**src/rtl/simd_shift_sequencer.sv**
```systemverilog
// Multi-cycle shift controller that steps a 16-bit accumulator through an external single-step SIMD shifter.
// Optional arithmetic right shift per lane is enabled by defining SIMD_SEQ_ARITH_EN.
module simd_shift_sequencer #(
    parameter bit          ZERO_FAST = 1'b1,
    parameter int unsigned CNT_W     = 5
) (
    input  logic        clk,
    input  logic        rst_n,
    input  logic        in_valid,
    output logic        in_ready,
    input  logic [15:0] in_data,
    input  logic [1:0]  in_mode,
    input  logic        in_left,
    input  logic [3:0]  in_amount,
`ifdef SIMD_SEQ_ARITH_EN
    input  logic        in_arith,
`endif
    output logic        out_valid,
    input  logic        out_ready,
    output logic [15:0] out_data,
    output logic        busy,
    output logic [15:0] sh_input,
    output logic        sh_H,
    output logic        sh_O,
    output logic        sh_Q,
    output logic        sh_left,
    input  logic [15:0] sh_output
);

    localparam int unsigned DW = 16;

    typedef enum logic [1:0] {IDLE, SHIFT, DONE} state_t;

    state_t             state;
    logic [DW-1:0]      acc;
    logic [CNT_W-1:0]   cnt;
    logic [1:0]         mode_r;
    logic               left_r;
    logic               arith_r;

    logic [CNT_W-1:0]   lane_w;
    logic [CNT_W-1:0]   amt_ext;
    logic [CNT_W-1:0]   eff;
    logic               fast;
    logic               arith_right_in;
    logic [DW-1:0]      msb_mask;
    logic [DW-1:0]      step;

`ifdef SIMD_SEQ_ARITH_EN
    assign arith_right_in = in_arith & ~in_left;
`else
    assign arith_right_in = 1'b0;
`endif

    // Lane width of the incoming request and its amount clamped to that width
    always_comb begin
        lane_w = CNT_W'(16);
        case (in_mode)
            2'b00:   lane_w = CNT_W'(4);
            2'b01:   lane_w = CNT_W'(8);
            default: lane_w = CNT_W'(16);
        endcase
        amt_ext = CNT_W'(in_amount);
        eff     = (amt_ext > lane_w) ? lane_w : amt_ext;
        fast    = ZERO_FAST && (eff == lane_w) && !arith_right_in;
    end

    // Sign bits of each lane; OR-ing them back in turns a logical right step into an arithmetic one
    always_comb begin
        msb_mask = 16'h8000;
        case (mode_r)
            2'b00:   msb_mask = 16'h8888;
            2'b01:   msb_mask = 16'h8080;
            default: msb_mask = 16'h8000;
        endcase
        step = sh_output;
        if (arith_r && !left_r) begin
            step = sh_output | (acc & msb_mask);
        end
    end

    always_ff @(posedge clk or negedge rst_n) begin
        if (!rst_n) begin
            state     <= IDLE;
            acc       <= '0;
            cnt       <= '0;
            mode_r    <= 2'b00;
            left_r    <= 1'b0;
            arith_r   <= 1'b0;
            in_ready  <= 1'b1;
            out_valid <= 1'b0;
            busy      <= 1'b0;
        end else begin
            case (state)
                IDLE: begin
                    if (in_valid && in_ready) begin
                        acc      <= fast ? '0 : in_data;
                        mode_r   <= in_mode;
                        left_r   <= in_left;
                        arith_r  <= arith_right_in;
                        cnt      <= eff;
                        in_ready <= 1'b0;
                        busy     <= 1'b1;
                        if (eff == '0 || fast) begin
                            state     <= DONE;
                            out_valid <= 1'b1;
                        end else begin
                            state <= SHIFT;
                        end
                    end
                end
                SHIFT: begin
                    acc <= step;
                    cnt <= cnt - CNT_W'(1);
                    if (cnt == CNT_W'(1)) begin
                        state     <= DONE;
                        out_valid <= 1'b1;
                    end
                end
                DONE: begin
                    // Return through IDLE so a new request is never taken on the result handshake edge
                    if (out_ready) begin
                        state     <= IDLE;
                        out_valid <= 1'b0;
                        in_ready  <= 1'b1;
                        busy      <= 1'b0;
                    end
                end
                default: begin
                    state     <= IDLE;
                    in_ready  <= 1'b1;
                    out_valid <= 1'b0;
                    busy      <= 1'b0;
                end
            endcase
        end
    end

    assign out_data = acc;
    assign sh_input = acc;
    assign sh_Q     = (mode_r == 2'b00);
    assign sh_O     = (mode_r == 2'b01);
    assign sh_H     = mode_r[1];
    assign sh_left  = left_r;

endmodule

```
**config.mk**
```make
export PLATFORM = sky130hd
export DESIGN_NAME = simd_shift_sequencer
export DESIGN_NICKNAME = d
export VERILOG_FILES = /design/src/rtl/simd_shift_sequencer.sv
export SDC_FILE = /design/constraint.sdc
export NUM_CORES = 1
export LEC_CHECK = 0
export CELL_PAD_IN_SITES_DETAIL_PLACEMENT = 1
export CELL_PAD_IN_SITES_GLOBAL_PLACEMENT = 1
export CORE_MARGIN = 5
export CORE_UTILIZATION = 45
export DETAILED_ROUTE_END_ITERATION = 6
export DONT_BUFFER_PORTS = 1
export PLACE_DENSITY_LB_ADDON = 0.12
export SYNTH_ARGS = -nofsm -noshare
export SYNTH_HDL_FRONTEND = slang
export SYNTH_SLANG_ARGS = --single-unit
export TNS_END_PERCENT = 30
```
**constraint.sdc**
```tcl
create_clock -name clk -period 2.14 [get_ports clk]
set_input_delay 0.321 -clock clk [delete_from_list [all_inputs] [get_ports clk]]
set_output_delay 0.321 -clock clk [all_outputs]
set_load 0.02 [all_outputs]
```
==> results of run 1 <==
## sequential cells by signal, summed over array words and instances (netlist names)
| signal | flops |
|---|---|
| out_valid | 1 |
| busy | 1 |
| out_data | 16 |
| mode_r | 2 |
| sh_left | 1 |
| cnt | 5 |
| state | 2 |
| in_ready | 1 |
## metrics by stage
| stage | setup slack [ns] | total power (uW) | instance area, um2 |
|---|---|---|---|
| 2_1_floorplan | 0.321 | 2470 | 1660 |
| 6_report | 0.370 | 2940 | 1700 |
| 4_1_cts | 0.345 | 2980 | 1700 |
| 5_1_grt | 0.203 | 3150 | 1700 |
| 3_3_place_gp | 0.204 | 2450 | 1580 |
| 3_5_place_dp | 0.110 | 2510 | 1580 |
## worst max-delay path, stage by stage, from the launching register on
cell and delay (ns):
dfrtp_1 0.47, nor2_1 0.21, nand3_1 0.18, nor3b_4 0.63, a21o_1 0.22
## routing by layer
metal	GRT usage	up-vias	wire [um]
met5	0	-	0
met4	0.0564	0	57
met3	0.0739	6	332
met2	0.278	40	1960
met1	0.168	578	1480
li1	-	525	-
## cells in the final DEF, fill, tap and decap left out, types with 3 or more instances in the layout
cell	n
dfrtp_1	28
inv_1	6
a21oi_1	7
nand2_1	5
ha_1	4
a21o_1	17
clkbuf_8	5
o211ai_1	3
nand3_1	4
a22o_1	16
nand2b_1	3
nor2_1	5
mux2_2	4
## Yosys cell counts, types with 4 or more instances
cell type,n
buf_4,16
a21o_1,17
buf_2,4
nor2_1,5
a22o_1,16
dfrtp_1,28
inv_1,6
nand2_1,5
a21oi_1,7
mux2_2,4
ha_1,4
nand3_1,4
## worst max path at each step
stage                  endpoint  slack, ns  depth (start not counted)
finish              out_data[5]       0.37                          4
global placement    out_data[9]       0.20                          6
CTS                 out_data[5]       0.35                          4
global route        out_data[0]       0.20                          4
detailed placement  out_data[5]       0.11                          6
floorplan                cnt[2]       0.32                          6
## layout make-up
cell class                      count  share of cell area
Sequential cell                    29               0.428
Clock buffer                        5              0.0405
Inverter                            6              0.0132
Timing Repair Buffer                4              0.0265
Tap cell                           48              0.0353
Clock inverter                      3              0.0103
Multi-Input combinational cell     98               0.447
## report_power, final
part	leakage (uW)	switching, uW	internal (uW)	total (uW)
logic	0.000448	516	501	1020
clock network	0.0000439	214	224	437
registers	0.000357	668	814	1480
total	0.000849	1400	1540	2940
## kinds of logic after synthesis
family	count (synthesis)
simple gates	31
buf+inv	28
fa+ha+maj	4
flops	29
xor+xnor	1
mux	6
compound gates	56
==> parameters.txt, run 1 <==
Parameter                              Value

Run status
  Outcome    completed

STA
  Slew margin rel.    0.530
  Minimum clock period after layout    1.77 ns
  Max Freq    565 MHz
  Worst Hold Margin    0.116 ns
  Total of endpoints with negative setup slack in the final report    0
  Final worst path period share    0.827
  Pin slew with the least headroom to its limit    0.704 ns
  Setup repair after global routing missed its margin    false
  Final-report max-slew violation count    0
  Final-report hold violation count    0
  Aggregate negative setup slack    0 ns
  Worst-case clock skew    0.00122 ns

Setup path
  R2r endpoint    out_data[5]
  Path depth of the worst reg2reg path    4
  Required time worst endpoint    2.36 ns
  Register-to-register setup slack    0.37 ns
  Data arrival time of the worst path    1.99 ns
  Critical Path Source Type    flop
  Kind of critical path    flop to flop
  Crit path from    state[1]
  Max Fanout on Critical Path    16
  Worst R2R Start    state[1]
  Nature of the critical path endpoint    flop

Logic synthesis
  Area share of the largest cell type after synthesis    0.422
  Netlist Area Pre-Place    1660 um2
  Post-synthesis area per instance    10.7 um2
  Cell count after synthesis    155
  Most area-consuming cells after synthesis    dfrtp_1, a22o_1, a21o_1, buf_4, ha_1
  Flop and latch count out of synthesis    29
  Post-synthesis share of cell area spent on and, or, nand and nor gates    0.120
  Dominant combinational cell family by area after synthesis    compound AO/OA/AOI/OAI gates
  Async set-reset flop share out of synthesis    1.00
  Number of enable flip-flop cells after synthesis    0
  Number of nets in the synthesized netlist    202
  Yosys warnings    0
  Mux contribution to synthesized area    0.0392
  Count of unique library cells instantiated by Yosys    41
  Library cell occupying the most area in the post-synthesis netlist    dfrtp_1
  Sequential element share of the synthesized area    0.438
  Adder-cell area share of the yosys netlist    0.0301
  Post-synthesis compound-gate area fraction    0.261
  Top FF cell, synth    dfrtp_1
  Xor/xnor cell area share of the yosys netlist    0.00527

Clock tree
  Clock-pin transition on the worst setup and hold timing paths    0.06 ns
  TritonCTS Buffers    5
  Number of gates resized after CTS    0
  Post-CTS setup buffer count    0
  Hold buffers post-CTS    2
  CTS tree    done
  Root buf cell    clkbuf_8
  Clk sink count    29
  Worst-skew pair later-pin latency    0.28 ns
  # H-tree levels    2
  Buffer depth of the longest clock path    2

Die
  Full die area    5010 um2
  Width of the die    70.8 um
  Die height    70.8 um
  Placement Rows    22
  Standard cell core area    3610 um2
  Effective utilization at floorplan    0.461
  # IOs    82

Final layout
  Total of fill cells in the finished design    397
  Number of nets at the end of the flow    191
  Area used by sequential logic in the layout    727 um2
  Number of diodes    0
  Final design utilization    0.472
  Footprint of the multi-input gates    759 um2
  Layout cells sized above 1    0.166
  Area added between synthesis and finish    2.33%
  Non-filler cells in the finished layout    193

Place
  Total half-perimeter wirelength after legalization and detailed placement    2810 um
  Total instance count after detailed placement    183
  Last weighted congestion value of the routability-driven placer    0.714
  Number of buffers inserted by port buffering    0

Hold path
  Worst Hold Endpoint    in_ready
  Hold wc startpoint    in_valid
  Hold depth    1
  Class of the tightest hold or removal check    input pin to flop

Power
  Worst vdd rail ir drop    515 uV
  Power per standard cell area    1730 nW/um2
  Leak Pwr    0.000849 uW

GRT
  Maximum number of pins on one net before global-route repair    30
  Total track usage    0.159
  Number of antenna violations at the first check in global routing    0
  Wire length of the first global-routing pass    6270 um
  Leftover overflow at the end of global routing    0
  Number of global-route vias before repair    1300

Detailed routing
  Via density per instance    5.95
  Number of remaining DRC errors    0
  Antenna-violating nets left    0
  Routed wire length    3830 um
  Average wire per cell in the routed design    19.8 um
  Drt initial violations    27
  Vias    1149
  First-pass detailed-route iteration total    4

Job
  MaxCap Viol Count    0
Note: power is estimated with default switching activity, not from simulation.
==> run 2: changes to the inputs <==
--- a/config.mk
+++ b/config.mk
@@ -8,7 +8,7 @@
 export CELL_PAD_IN_SITES_DETAIL_PLACEMENT = 1
 export CELL_PAD_IN_SITES_GLOBAL_PLACEMENT = 1
 export CORE_MARGIN = 5
-export CORE_UTILIZATION = 45
+export CORE_UTILIZATION = 41
 export DETAILED_ROUTE_END_ITERATION = 6
 export DONT_BUFFER_PORTS = 1
 export PLACE_DENSITY_LB_ADDON = 0.12
==> constraint.sdc (replaced) <==
create_clock -name clk -period 1.48 [get_ports clk]
set_input_delay 0.222 -clock clk [delete_from_list [all_inputs] [get_ports clk]]
set_output_delay 0.222 -clock clk [all_outputs]
set_load 0.02 [all_outputs]
==> run 2 against run 1 <==
Effect of this change: register-to-register slack worse by 0.55 ns; final cell count increased by 15%; the run now ends with negative setup slack left; sequential power up 29%; clock skew is 0.0052 ns higher; largest power group is now combinational logic.
==> parameters.txt, run 2 (same netlist as run 1, synthesis figures left out) <==
Parameter                              Value

Setup path
  Longest individual stage delay on the worst path    0.46 ns (-0.17 ns)
  Cell at the slowest stage of the critical path    or4b_4
  Max Fanout on Critical Path    2 (-14)
  Ordered list of cells on the worst path    inv_2 -> ha_4 -> or4b_4 -> o2bb2ai_2 -> a31oi_1 -> mux2i_1
  Crit path from    cnt[1]
  Data arrival time of the worst path    1.87 ns (-0.12 ns)
  Nature of the critical path endpoint    flop
  Worst R2R Start    cnt[1]
  Kind of critical path    flop to flop
  Required time worst endpoint    1.68 ns (-0.68 ns)
  Critical Path Source Type    flop

Clock tree
  # H-tree levels    2 (unchanged)
  Root buf cell    clkbuf_8
  Worst-skew pair later-pin latency    0.28 ns (about the same)
  TritonCTS Buffers    5 (unchanged)
  Clock-pin transition on the worst setup and hold timing paths    0.06 ns (about the same)
  Clk sink count    29 (unchanged)
  Buffer depth of the longest clock path    2 (unchanged)
  CTS tree    done

STA
  Total of endpoints with negative setup slack in the final report    3 (+3)
  Max Freq    601 MHz (+6.3%)
  Minimum clock period after layout    1.66 ns (-0.105 ns)
  Worst Hold Margin    0.0239 ns (-0.0920 ns)
  Pin slew with the least headroom to its limit    0.412 ns (-0.292 ns)
  Final WS setup    -0.185 ns (-0.555 ns)
  Final-report max-slew violation count    0 (unchanged)
  Slew margin rel.    0.724 (+0.195)
  Setup repair after global routing missed its margin    true
  Worst-case clock skew    0.00637 ns (+0.00516 ns)
  Final worst path period share    1.12 (+0.298)
  Final-report hold violation count    0 (unchanged)

Job
  MaxCap Viol Count    0 (unchanged)

GRT
  Met3 layer usage reported by global route    0.0657 (-0.00820)
  Number of global-route vias before repair    1403 (+7.9%)
  M2 GR Usage    0.287 (+0.00934)
  Most utilized layer in the global route result    met2
  Maximum number of pins on one net before global-route repair    30 (unchanged)
  Met1 Use GR    0.166 (-0.00220)
  Leftover overflow at the end of global routing    0 (unchanged)
  Total track usage    0.160 (+0.000705)
  Number of antenna violations at the first check in global routing    0 (unchanged)
  Wire length of the first global-routing pass    6590 um (+5.1%)

Detailed routing
  First-pass detailed-route iteration total    4 (unchanged)
  Antenna-violating nets left    0 (unchanged)
  Drt initial violations    27 (unchanged)
  Average wire per cell in the routed design    18.8 um (-5.3%)
  Number of remaining DRC errors    0 (unchanged)
  Vias    1250 (+8.8%)
  Via density per instance    5.66 (-5.0%)
  Routed wire length    4160 um (+8.5%)

Die
  Standard cell core area    3970 um2 (+10%)
  Full die area    5430 um2 (+8.3%)
  Placement Rows    23 (+4.5%)
  Width of the die    73.7 um (+4.1%)
  # IOs    82 (unchanged)
  Die height    73.7 um (+4.1%)
  Effective utilization at floorplan    0.418 (-0.0424)

Power
  Worst vdd rail ir drop    784 uV (+52%)
  Leak Pwr    0.00102 uW (+20%)
  Total Power Consumption    5090 uW (+73%)
  Power per standard cell area    2510 nW/um2 (+45%)

Hold path
  Hold wc startpoint    in_valid
  Class of the tightest hold or removal check    input pin to flop

Final layout
  Number of nets at the end of the flow    217 (+14%)
  Post-route cell area    2030 um2 (+19%)
  Area added between synthesis and finish    21.9%
  Commonest cells after routing, fill and taps aside    dfrtp_1, buf_4, a21o_1
  Number of diodes    0 (unchanged)
  Final design utilization    0.510 (+0.0385)
  Total of fill cells in the finished design    427 (+7.6%)
  Number of flip-flops under the largest register name    16 (unchanged)
  Layout cells sized above 1    0.339 (+0.174)
  Most frequent standard cell in the layout excluding fill and tap cells    dfrtp_1

Run status
  Outcome    finished with violations
  Violations in the final reports    negative setup slack

Place
  Post-placement cell area    1790 um2 (+13%)
  Worst slack at placement    -0.403 ns (-0.512 ns)
  Number of buffers inserted by port buffering    0 (unchanged)
  Total half-perimeter wirelength after legalization and detailed placement    3050 um (+8.6%)
  Last weighted congestion value of the routability-driven placer    0.740 (+3.7%)
==> run 2: changes by cell type in the layout (fill, tap and decap cells not counted), moves of 2 or more <==
cell      change
ha_4          +2
buf_12        +2
o21ai_0       -2
clkbuf_8      +2
nand2b_1      -2
ha_1          -2
nand2b_4      +2
buf_6         +2
buf_4        +21
o21ai_1       +2
==> run 2: path summary, 6_finish.rpt <==
path	endpoint	slack, ns	depth (start not counted)
max	out_valid	-0.18	6
min	in_ready	0.02	1
max reg2reg	out_valid	-0.18	6
min reg2reg	mode_r[0]	0.55	1
max in group asynchronous	in_ready	0.87	2
min in group asynchronous	state[0]	0.36	2
==> run 2: what timing repair did <==
| item | CTS | global route |
|---|---|---|
| endpoints found under the setup margin | 18 | 21 |
| hold buffers | 2 | 0 |
| buffers inserted | 3 | 1 |
| cloned | 1 | 0 |
| gates resized for setup | 6 | 6 |
| endpoints found under the hold margin | 29 | 0 |
| pin swaps | 4 | 3 |
==> run 2: per-stage QoR <==
stage / setup TNS (ns) / cells
2_1_floorplan: -1.13 / 155
3_3_place_gp: -4.88 / 206
3_5_place_dp: -6.91 / 206
4_1_cts: -0.199 / 220
5_1_grt: -0.626 / 221
6_report: -0.358 / 221
==> run 2: layout make-up <==
| cell class | instances | area [um2] | share of cell area |
|---|---|---|---|
| clock buffers | 7 | 96.3 | 0.0476 |
| clock inverters | 1 | 5.00 | 0.00247 |
| inverters | 6 | 22.5 | 0.0111 |
| multi-input cells | 98 | 820 | 0.405 |
| flip-flops and latches | 29 | 727 | 0.359 |
| well taps | 50 | 62.6 | 0.0309 |
| repair buffers | 30 | 293 | 0.145 |
==> run 2: per-layer routing <==
metal	wire, um	share of wire
met1	1500	0.36
met2	2150	0.52
met3	431	0.10
met4	74	0.018
met5	0	0
==> run 2: critical path: cells and delay by family (launching register included) <==
family | cells | cell delay [ns]
multiplexers | 1 | 0.22
buffers and inverters | 1 | 0.08
flip-flops | 1 | 0.39
AND/OR/NAND/NOR | 1 | 0.46
adder cells (fa/ha/maj) | 1 | 0.12
AO/OA/AOI/OAI | 2 | 0.33
==> run 2: where the power goes <==
part           internal [uW]  switching (uW)  leakage, uW
combinational           1290            1170     0.000609
clock                    419             299    0.0000542
sequential              1180             733     0.000357
